--- config.mk ---
export PLATFORM = sky130hd
export DESIGN_NAME = note_rr_scheduler
export DESIGN_NICKNAME = d
export VERILOG_FILES = /design/src/rtl/keyboard_pkg.sv /design/src/rtl/rr_key_picker.sv /design/src/rtl/note_rr_scheduler.sv
export SDC_FILE = /design/constraint.sdc
export NUM_CORES = 1
export LEC_CHECK = 0
export ABC_AREA = 0
export ABC_CLOCK_PERIOD_IN_PS = 5800
export CAP_MARGIN = 10
export CORE_UTILIZATION = 59
export CTS_CLUSTER_DIAMETER = 80
export CTS_CLUSTER_SIZE = 24
export DETAILED_ROUTE_END_ITERATION = 16
export PLACE_DENSITY = 0.78
export SYNTH_ARGS = -nofsm -noshare
export SYNTH_HDL_FRONTEND = slang
export SYNTH_SLANG_ARGS = --single-unit
--- constraint.sdc ---
create_clock -name clk -period 5.8 [get_ports clk]
set_input_delay 0.58 -clock clk [delete_from_list [all_inputs] [get_ports clk]]
set_output_delay 0.58 -clock clk [all_outputs]
set_load 0.01 [all_outputs]
--- src/rtl/keyboard_pkg.sv ---
// Shared types and widths for the keyboard note path.
// Holds the scheduler state encoding and small elaboration-time helpers.
package keyboard_pkg;

  localparam int NOTE_W  = 4;
  localparam int LAYER_W = 3;

  typedef enum logic [1:0] {
    IDLE = 2'd0,
    PLAY = 2'd1,
    GAP  = 2'd2
  } sched_state_e;

  function automatic int max2(input int a, input int b);
    return (a > b) ? a : b;
  endfunction

endpackage

--- src/rtl/rr_key_picker.sv ---
// Combinational round-robin search: first held key after `pointer`, wrapping,
// with the pointer position itself examined last.
module rr_key_picker
  import keyboard_pkg::*;
#(
  parameter int NUM_KEYS = 8
) (
  input  logic [NUM_KEYS-1:0] keys_s,
  input  logic [NOTE_W-1:0]   pointer,
  output logic                found,
  output logic [NOTE_W-1:0]   index
);

  logic [NOTE_W:0]     w_start;
  logic [NOTE_W:0]     w_sum;
  logic [NUM_KEYS-1:0] w_rot;
  logic [NOTE_W-1:0]   w_off;

  // Rotate so bit 0 is the key just after the pointer.
  assign w_start = {1'b0, pointer} + (NOTE_W+1)'(1);
  assign w_rot   = NUM_KEYS'({keys_s, keys_s} >> w_start);
  assign found   = |w_rot;

  // Lowest set bit of the rotated vector wins.
  always_comb begin
    w_off = '0;
    for (int i = NUM_KEYS - 1; i >= 0; i--) begin
      if (w_rot[i]) begin
        w_off = NOTE_W'(i);
      end else begin
        w_off = w_off;
      end
    end
  end

  assign w_sum = w_start + {1'b0, w_off};
  assign index = (w_sum >= (NOTE_W+1)'(NUM_KEYS)) ?
                 NOTE_W'(w_sum - (NOTE_W+1)'(NUM_KEYS)) : w_sum[NOTE_W-1:0];

endmodule

--- src/rtl/note_rr_scheduler.sv ---
// Round-robin arpeggiator: time-slices the single note player across held keys,
// with a silent gap between different notes and seamless sustain of a lone key.
module note_rr_scheduler
  import keyboard_pkg::*;
#(
  parameter int NUM_KEYS    = 8,
  parameter int SLOT_CYCLES = 5000000,
  parameter int GAP_CYCLES  = 250000
) (
  input  logic                clk,
  input  logic                reset,
  input  logic                enable,
  input  logic [NUM_KEYS-1:0] keys,
  input  logic [LAYER_W-1:0]  layer_sel,
  output logic [NOTE_W-1:0]   note,
  output logic [LAYER_W-1:0]  layer,
  output logic                note_valid,
  output logic                slot_start
);

  localparam int CNT_W = $clog2(max2(SLOT_CYCLES, GAP_CYCLES) + 1);
  localparam logic [CNT_W-1:0] SLOT_RELOAD = CNT_W'(SLOT_CYCLES - 1);
  localparam logic [CNT_W-1:0] GAP_RELOAD  = CNT_W'((GAP_CYCLES > 0) ? GAP_CYCLES - 1 : 0);

  logic [NUM_KEYS-1:0] r_sync1, r_keys_s;
  sched_state_e        r_state, w_state_n;
  logic [NOTE_W-1:0]   r_pointer, w_pointer_n;
  logic [NOTE_W-1:0]   r_note, w_note_n;
  logic [LAYER_W-1:0]  r_layer, w_layer_n;
  logic [CNT_W-1:0]    r_counter, w_counter_n;
  logic                r_note_valid, r_slot_start, w_slot_start_n;
  logic                w_found, w_do_slot, w_cur_held;
  logic [NOTE_W-1:0]   w_index;

  rr_key_picker #(.NUM_KEYS(NUM_KEYS)) u_picker (
    .keys_s  (r_keys_s),
    .pointer (r_pointer),
    .found   (w_found),
    .index   (w_index)
  );

  assign w_cur_held = |(r_keys_s & (NUM_KEYS'(1) << r_pointer));

  // Next-state logic; leaving a slot for a different note goes through GAP
  // unless the gap is configured away, in which case the search runs at once.
  always_comb begin
    w_state_n      = r_state;
    w_pointer_n    = r_pointer;
    w_note_n       = r_note;
    w_layer_n      = r_layer;
    w_counter_n    = r_counter;
    w_slot_start_n = 1'b0;
    w_do_slot      = 1'b0;
    case (r_state)
      IDLE: begin
        w_do_slot = enable && w_found;
      end
      PLAY: begin
        if (!enable) begin
          w_state_n = IDLE;
        end else if (!w_cur_held || (r_counter == '0 && w_index != r_pointer)) begin
          w_state_n   = (GAP_CYCLES == 0) ? IDLE : GAP;
          w_counter_n = GAP_RELOAD;
          w_do_slot   = (GAP_CYCLES == 0) && w_found;
        end else if (r_counter == '0) begin
          w_do_slot = 1'b1;
        end else begin
          w_counter_n = r_counter - CNT_W'(1);
        end
      end
      GAP: begin
        if (!enable) begin
          w_state_n = IDLE;
        end else if (r_counter == '0) begin
          w_state_n = IDLE;
          w_do_slot = w_found;
        end else begin
          w_counter_n = r_counter - CNT_W'(1);
        end
      end
      default: begin
        w_state_n = IDLE;
      end
    endcase
    if (w_do_slot) begin
      w_state_n      = PLAY;
      w_pointer_n    = w_index;
      w_note_n       = w_index;
      w_layer_n      = layer_sel;
      w_counter_n    = SLOT_RELOAD;
      w_slot_start_n = 1'b1;
    end else begin
      w_slot_start_n = 1'b0;
    end
  end

  // State, synchronizer and registered outputs.
  always_ff @(posedge clk or posedge reset) begin
    if (reset) begin
      r_sync1      <= '0;
      r_keys_s     <= '0;
      r_state      <= IDLE;
      r_pointer    <= NOTE_W'(NUM_KEYS - 1);
      r_counter    <= '0;
      r_note       <= '0;
      r_layer      <= '0;
      r_note_valid <= 1'b0;
      r_slot_start <= 1'b0;
    end else begin
      r_sync1      <= keys;
      r_keys_s     <= r_sync1;
      r_state      <= w_state_n;
      r_pointer    <= w_pointer_n;
      r_counter    <= w_counter_n;
      r_note       <= w_note_n;
      r_layer      <= w_layer_n;
      r_note_valid <= (w_state_n == PLAY);
      r_slot_start <= w_slot_start_n;
    end
  end

  assign note       = r_note;
  assign layer      = r_layer;
  assign note_valid = r_note_valid;
  assign slot_start = r_slot_start;

endmodule

# Word-level counts from Yosys, hierarchy flattened
# Cells that the tools add are included.
# W data, S select, Z words.
# op_classes
n_addsub	4
n_mul	0
div_mod_pow	0
order_cmp	1
eq_ne	6
shift	2
muxes	28
n_bitwise	1
n_reduce_logical	10
# ops
operator	count
$mux W23	5
$pmux W23 S2	1
$mux W3	8
$logic_not A23 Y1	1
$sub A23 B1 Y23 const B	1
$reduce_or A8 Y1	2
$shr A16 B5 Y8	1
$mux W2	5
$and A8 B8 Y8	1
$shl A1 B4 Y8 const A	1
$mux W1	6
$ne A3 B3 Y1 const B	2
$pmux W2 S3	1
$add A4 B1 Y5 const B	1
$add A5 B3 Y5	1
$ge A5 B4 Y1 const B	1
$eq A2 B1 Y1 const B	2
$mux W4	1
$ne A4 B4 Y1	1
$sub A4 B4 Y4 const B	1
$pmux W1 S3	1
$reduce_and A3 Y1	1
$reduce_bool A3 Y1	1
$eq A2 B2 Y1 const B	1
4 further kinds	5
# totals
register_bits	54
latch_bits	0
ramBits	0
mem_bits_ro	0
input_bits	14
wordCells	61
memories	0

# Depth between registers and ports, before layout
# Gate-level depths: netlist of the first run.
# logic_depth
ltp_word	21
depth_mapped	23
mapped_depth_nobuf	19

# Cells and area by module
# A second synthesis of the first run with hierarchy kept.
# unflattened
cells_unflattened	347
hier_area_um2	3455.8
# modules_own_cells
mod	instances	cells_per_inst	area_per_inst_um2	seq_area_each_um2
note_rr_scheduler	1	270	2775.2	1330.0
rr_key_picker	1	77	680.7	0.0

# Worst setup path after synthesis of the first run
# No wires, ideal clock.
# synth_path
kind	flip-flop to flip-flop
startpoint	reg r_pointer[1]
endpoint	reg r_counter[3]
arrival_ns	4.369
setup_slack_ns	1.307
path_stages_with_launch	20
path_buffers	1
period_less_slack_ns	4.493
path_cell_list	dfstp_2 buf_6 mux2_2 a221oi_2 nor2_1 a2111oi_0 nor2_1 o21ai_0 o211a_1 o21bai_1 ha_1 inv_1 fa_1 xor2_1 nor4_2 o21ba_2 o21ai_1 nor2_2 nand2_4 o31a_1
# synth_between
elab_chain_len	21
# synth_lines
item	line_no	text
start, declared	note_rr_scheduler.sv:27	logic [NOTE_W-1:0] r_pointer, w_pointer_n;
start signal, assigned	note_rr_scheduler.sv:103	r_pointer <= NOTE_W'(NUM_KEYS - 1);
start signal, assigned	note_rr_scheduler.sv:113	r_pointer <= w_pointer_n;
$add A4 B1 Y5 (*)	rr_key_picker.sv:20	assign w_start = {1'b0, pointer} + (NOTE_W+1)'(1);
$shr A16 B5 Y8	rr_key_picker.sv:21	assign w_rot = NUM_KEYS'({keys_s, keys_s} >> w_start);
$mux W3 (8 in series)	rr_key_picker.sv:28	if (w_rot[i]) begin
$add A5 B3 Y5 (*)	rr_key_picker.sv:36	assign w_sum = w_start + {1'b0, w_off};
$sub A4 B4 Y4 or $ge A5 B4 Y1 (tied branches)	rr_key_picker.sv:38, rr_key_picker.sv:37	
$mux W4 (*)	rr_key_picker.sv:37	assign index = (w_sum >= (NOTE_W+1)'(NUM_KEYS)) ?
net u_picker.index[1]	rr_key_picker.sv:11	output logic [NOTE_W-1:0] index
$ne A4 B4 Y1 (*)	note_rr_scheduler.sv:61	end else if (!w_cur_held || (r_counter == '0 && w_index != r_pointer)) begin
$logic_and A1 B1 Y1 (*)	note_rr_scheduler.sv:61	
$logic_or A1 B1 Y1 (*)	note_rr_scheduler.sv:61	
$mux W1	note_rr_scheduler.sv:61	
$mux W1	note_rr_scheduler.sv:59	if (!enable) begin
$pmux W1 S3	note_rr_scheduler.sv:54	case (r_state)
$ne A3 B3 Y1 (no line) or $reduce_bool A3 Y1 (tied branches)	--	
$reduce_and A3 Y1 (no line)	--	
end signal, assigned	note_rr_scheduler.sv:114	r_counter <= w_counter_n;
end, declared	note_rr_scheduler.sv:30	logic [CNT_W-1:0] r_counter, w_counter_n;
# The timed path passes the listed nets; every way through them passes the cells marked *. The select of a mux whose other input is x is not followed.
# A chain may end at the register's enable or synchronous reset.

# Final worst setup path of the first run
# layout_path
startpoint	reg r_pointer[1]
endpoint	reg r_counter[6]
# The elaborated chain is that of the path after synthesis.

==> impl_metrics.csv, run 1 <==
group,metric,value,unit
cells_and_area,final_cell_mix,"dfrtp_1, nand2_1, clkdlybuf4s50_1, nor2_1, a21oi_1",
die,initial_core_util,0.6276,
routing,drc,0,
synthesis,synthArstFlopShare,1.000,
outcome,status,"finished, final reports clean",
global_routing,grt_pass1_wl,11920,um
worst_setup_path,slowest_delay,820,ps
routing,drtPass1Iterations,4,
worst_setup_path,end_kind,"register",
pwr,ir_worst_vdd,0.0003023,V
sta,finalHoldViolations,0,
sta,timing.slew.headroom,0.2138,
cells_and_area,num_antenna_cells,0,
worst_setup_path,cp_max_fo,20,
routing,ant_nets,0,
sta,fin_crit_sh,0.9208,
cells_and_area,instances_no_fill,404,
synthesis,synth_edf_count,0,
synthesis,synth_nets,346,
placed_design,io_buffers,22,
worst_hold_path,hold_class,"reg -> reg",
sta,slew_viol_final,0,
sta,clock_skew,12.80,ps
run,drv_cap,0,
clocking,path_clk_slew,110,ps
die,rows,26,
worst_setup_path,cp_common_cell,"nor2_1",
routing,wirelength,6966,um
pwr,p_leak,1.487,nW
synthesis,synth_cells,322,
die,dieHeight,76.64,um
clocking,cts_sinks,53,
worst_setup_path,crit_type,"reg -> reg",
placed_design,dp_cells,396,
worst_setup_path,crit_arrival,5540,ps
sta,period_minus_slack,5340,ps
cells_and_area,layout-drive-gt1-share,0.1467,
worst_setup_path,cp-start-kind,"register",
global_routing,antenna_found_initial,0,
die,die_w,76.64,um
placed_design,post-place-ws,517.3,ps
clocking,cts_tree,"yes",
synthesis,synthFlopType,"dfrtp_1",
routing,vias_per_cell,6.364,
synthesis,synth.cell_area,0.003287,mm2
worst_setup_path,path_delay_family,"compound AO/OA/AOI/OAI gates",
cells_and_area,final_common_cell,"dfrtp_1",
routing,drt-initial-drc-count,169,
synthesis,ys_types,72,
synthesis,ys_warn_count,0,
sta,worst_pin_slew,1164,ps
worst_setup_path,required,6000,ps
worst_setup_path,crit_slowest_cell,"dfstp_2",
worst_setup_path,path_cells,"mux2_2, a221oi_2, nor2_1, a2111oi_0, nor2_1, o21ai_0, o211a_1, o21bai_1, ha_1, inv_1, fa_1, xor2_1, nor4_2, nand4b_1, a31oi_1, a41oi_1, a22oi_1, o41ai_2",
sta,fmax,187.3,MHz
global_routing,overflow,0,
worst_setup_path,cp_num_buf_inv,1,
clocking,cts-htree-levels,2,
clocking,cts_made_buffers,5,
synthesis,ys_seq_area_frac,0.4046,
cells_and_area,area_delta_synth_final,9.060,%
clocking,root_buffer,"clkbuf_8",
sta,setup_violations,0,
sta,fin_ws,459.6,ps
placed_design,gp_congestion,0.8221,
global_routing,grt_pass1_vias,2392,
sta,setup_tns,0,ps
synthesis,syn_area_per_cell,10.21,um2
clocking,cts_buffer_depth,2,
global_routing,track_usage,0.2559,
global_routing,grt_start_max_net_pins,54,
routing,vias,2571,
cells_and_area,nets,357,
clocking,cts_setup_buffers,0,
routing,routedWlPerCell,17.24,um
synthesis,yosys_register_bits,53,
pwr,pwr_density_cell,578.2,mW/mm2
placed_design,dp_hpwl,4705,um
die,dieArea,0.005874,mm2
clocking,clock_latency,320,ps
die,core_region_area,0.005238,mm2
die,pin_count,23,
[final cells by class]
type	count	area [um2]
clock buffer	5	68.82
clock inverter	3	28.78
fill	404	1653
inverter	15	61.31
multi-input combinational	235	1780
sequential	53	1330
tap	70	87.58
timing repair buffer	23	227.7
[final timing paths]
check	startpoint	end	slack [ps]	cells after the start
hold / removal	r_sync1[0]	r_keys_s[0]	360	0
setup reg to reg	r_pointer[1]	r_counter[6]	460	18
hold reg to reg	r_sync1[0]	r_keys_s[0]	360	0
max in group asynchronous	reset	r_counter[12]	4580	3
min in group asynchronous	reset	layer[2]	730	3
setup / recovery	r_pointer[1]	r_counter[6]	460	18
[report_power, final]
| group | leakage, nW | internal [mW] | switching, mW |
|---|---|---|---|
| logic | 0.815 | 0.516 | 0.676 |
| clock network | 0.0506 | 0.0907 | 0.141 |
| registers | 0.622 | 0.493 | 0.155 |
[flip-flops by register name (all words and copies together), names as in the netlist, 2 cells and up]
register,cells
r_counter,23
r_keys_s,8
r_sync1,8
r_pointer,4
layer,3
note,3
r_state,2
[repair_timing]
action                     in CTS  in global routing
setup endpoints to repair       0                  3
gates resized for setup         0                  2
hold buffers                    0                  0
[kinds of logic after synthesis]
group,after synthesis,synth area share
compound gates,97,0.2196
fa+ha+maj,10,0.04035
mux,22,0.08946
buf+inv,34,0.05823
xor+xnor,3,0.007995
simple gates,103,0.1797
flops,53,0.4046
[Yosys cell counts, types with 5 or more instances]
master | instances | area (um2)
nand2_1 | 26 | 97.59
a21oi_1 | 19 | 95.09
mux4_2 | 5 | 112.6
o21ai_0 | 17 | 85.08
a22o_1 | 9 | 78.83
inv_1 | 14 | 52.55
mux2_2 | 9 | 101.4
dfrtp_1 | 50 | 1251
buf_2 | 7 | 35.03
nor2b_1 | 6 | 37.54
ha_1 | 9 | 112.6
nand3_1 | 6 | 30.03
nor2_1 | 19 | 71.32
o22a_1 | 6 | 52.55
nor3_1 | 11 | 55.05
mux2i_1 | 8 | 80.08
[metrics by stage]
stage                     hold slack, ps  power (mW)  utilization  cell area [um2]
after floorplan                    331.2       1.585            -             3287
after global placement             333.0       1.784       0.6629             3472
after CTS                          361.4       2.051       0.6816             3570
after detailed placement           335.8       1.812       0.6629             3472
after global routing               371.2       2.223       0.6844             3585
final                              358.1       2.073       0.6844             3585
[per-layer routing]
layer,vias up,share of wire,track usage
met1,1272,0.47,0.3741
met3,11,0.045,0.04551
li1,1228,-,-
met5,-,0,0
met2,60,0.47,0.3847
met4,0,0.014,0.08462
(Power assumes the default switching activity.)
==> run 2: changes to the inputs <==
--- a/config.mk
+++ b/config.mk
@@ -10,7 +10,6 @@
 export CAP_MARGIN = 10
 export CORE_UTILIZATION = 59
 export CTS_CLUSTER_DIAMETER = 80
-export CTS_CLUSTER_SIZE = 24
 export DETAILED_ROUTE_END_ITERATION = 16
 export PLACE_DENSITY = 0.78
 export SYNTH_ARGS = -nofsm -noshare
==> results of run 2 <==
Final layout, timing and power as in run 1 (identical DEF).
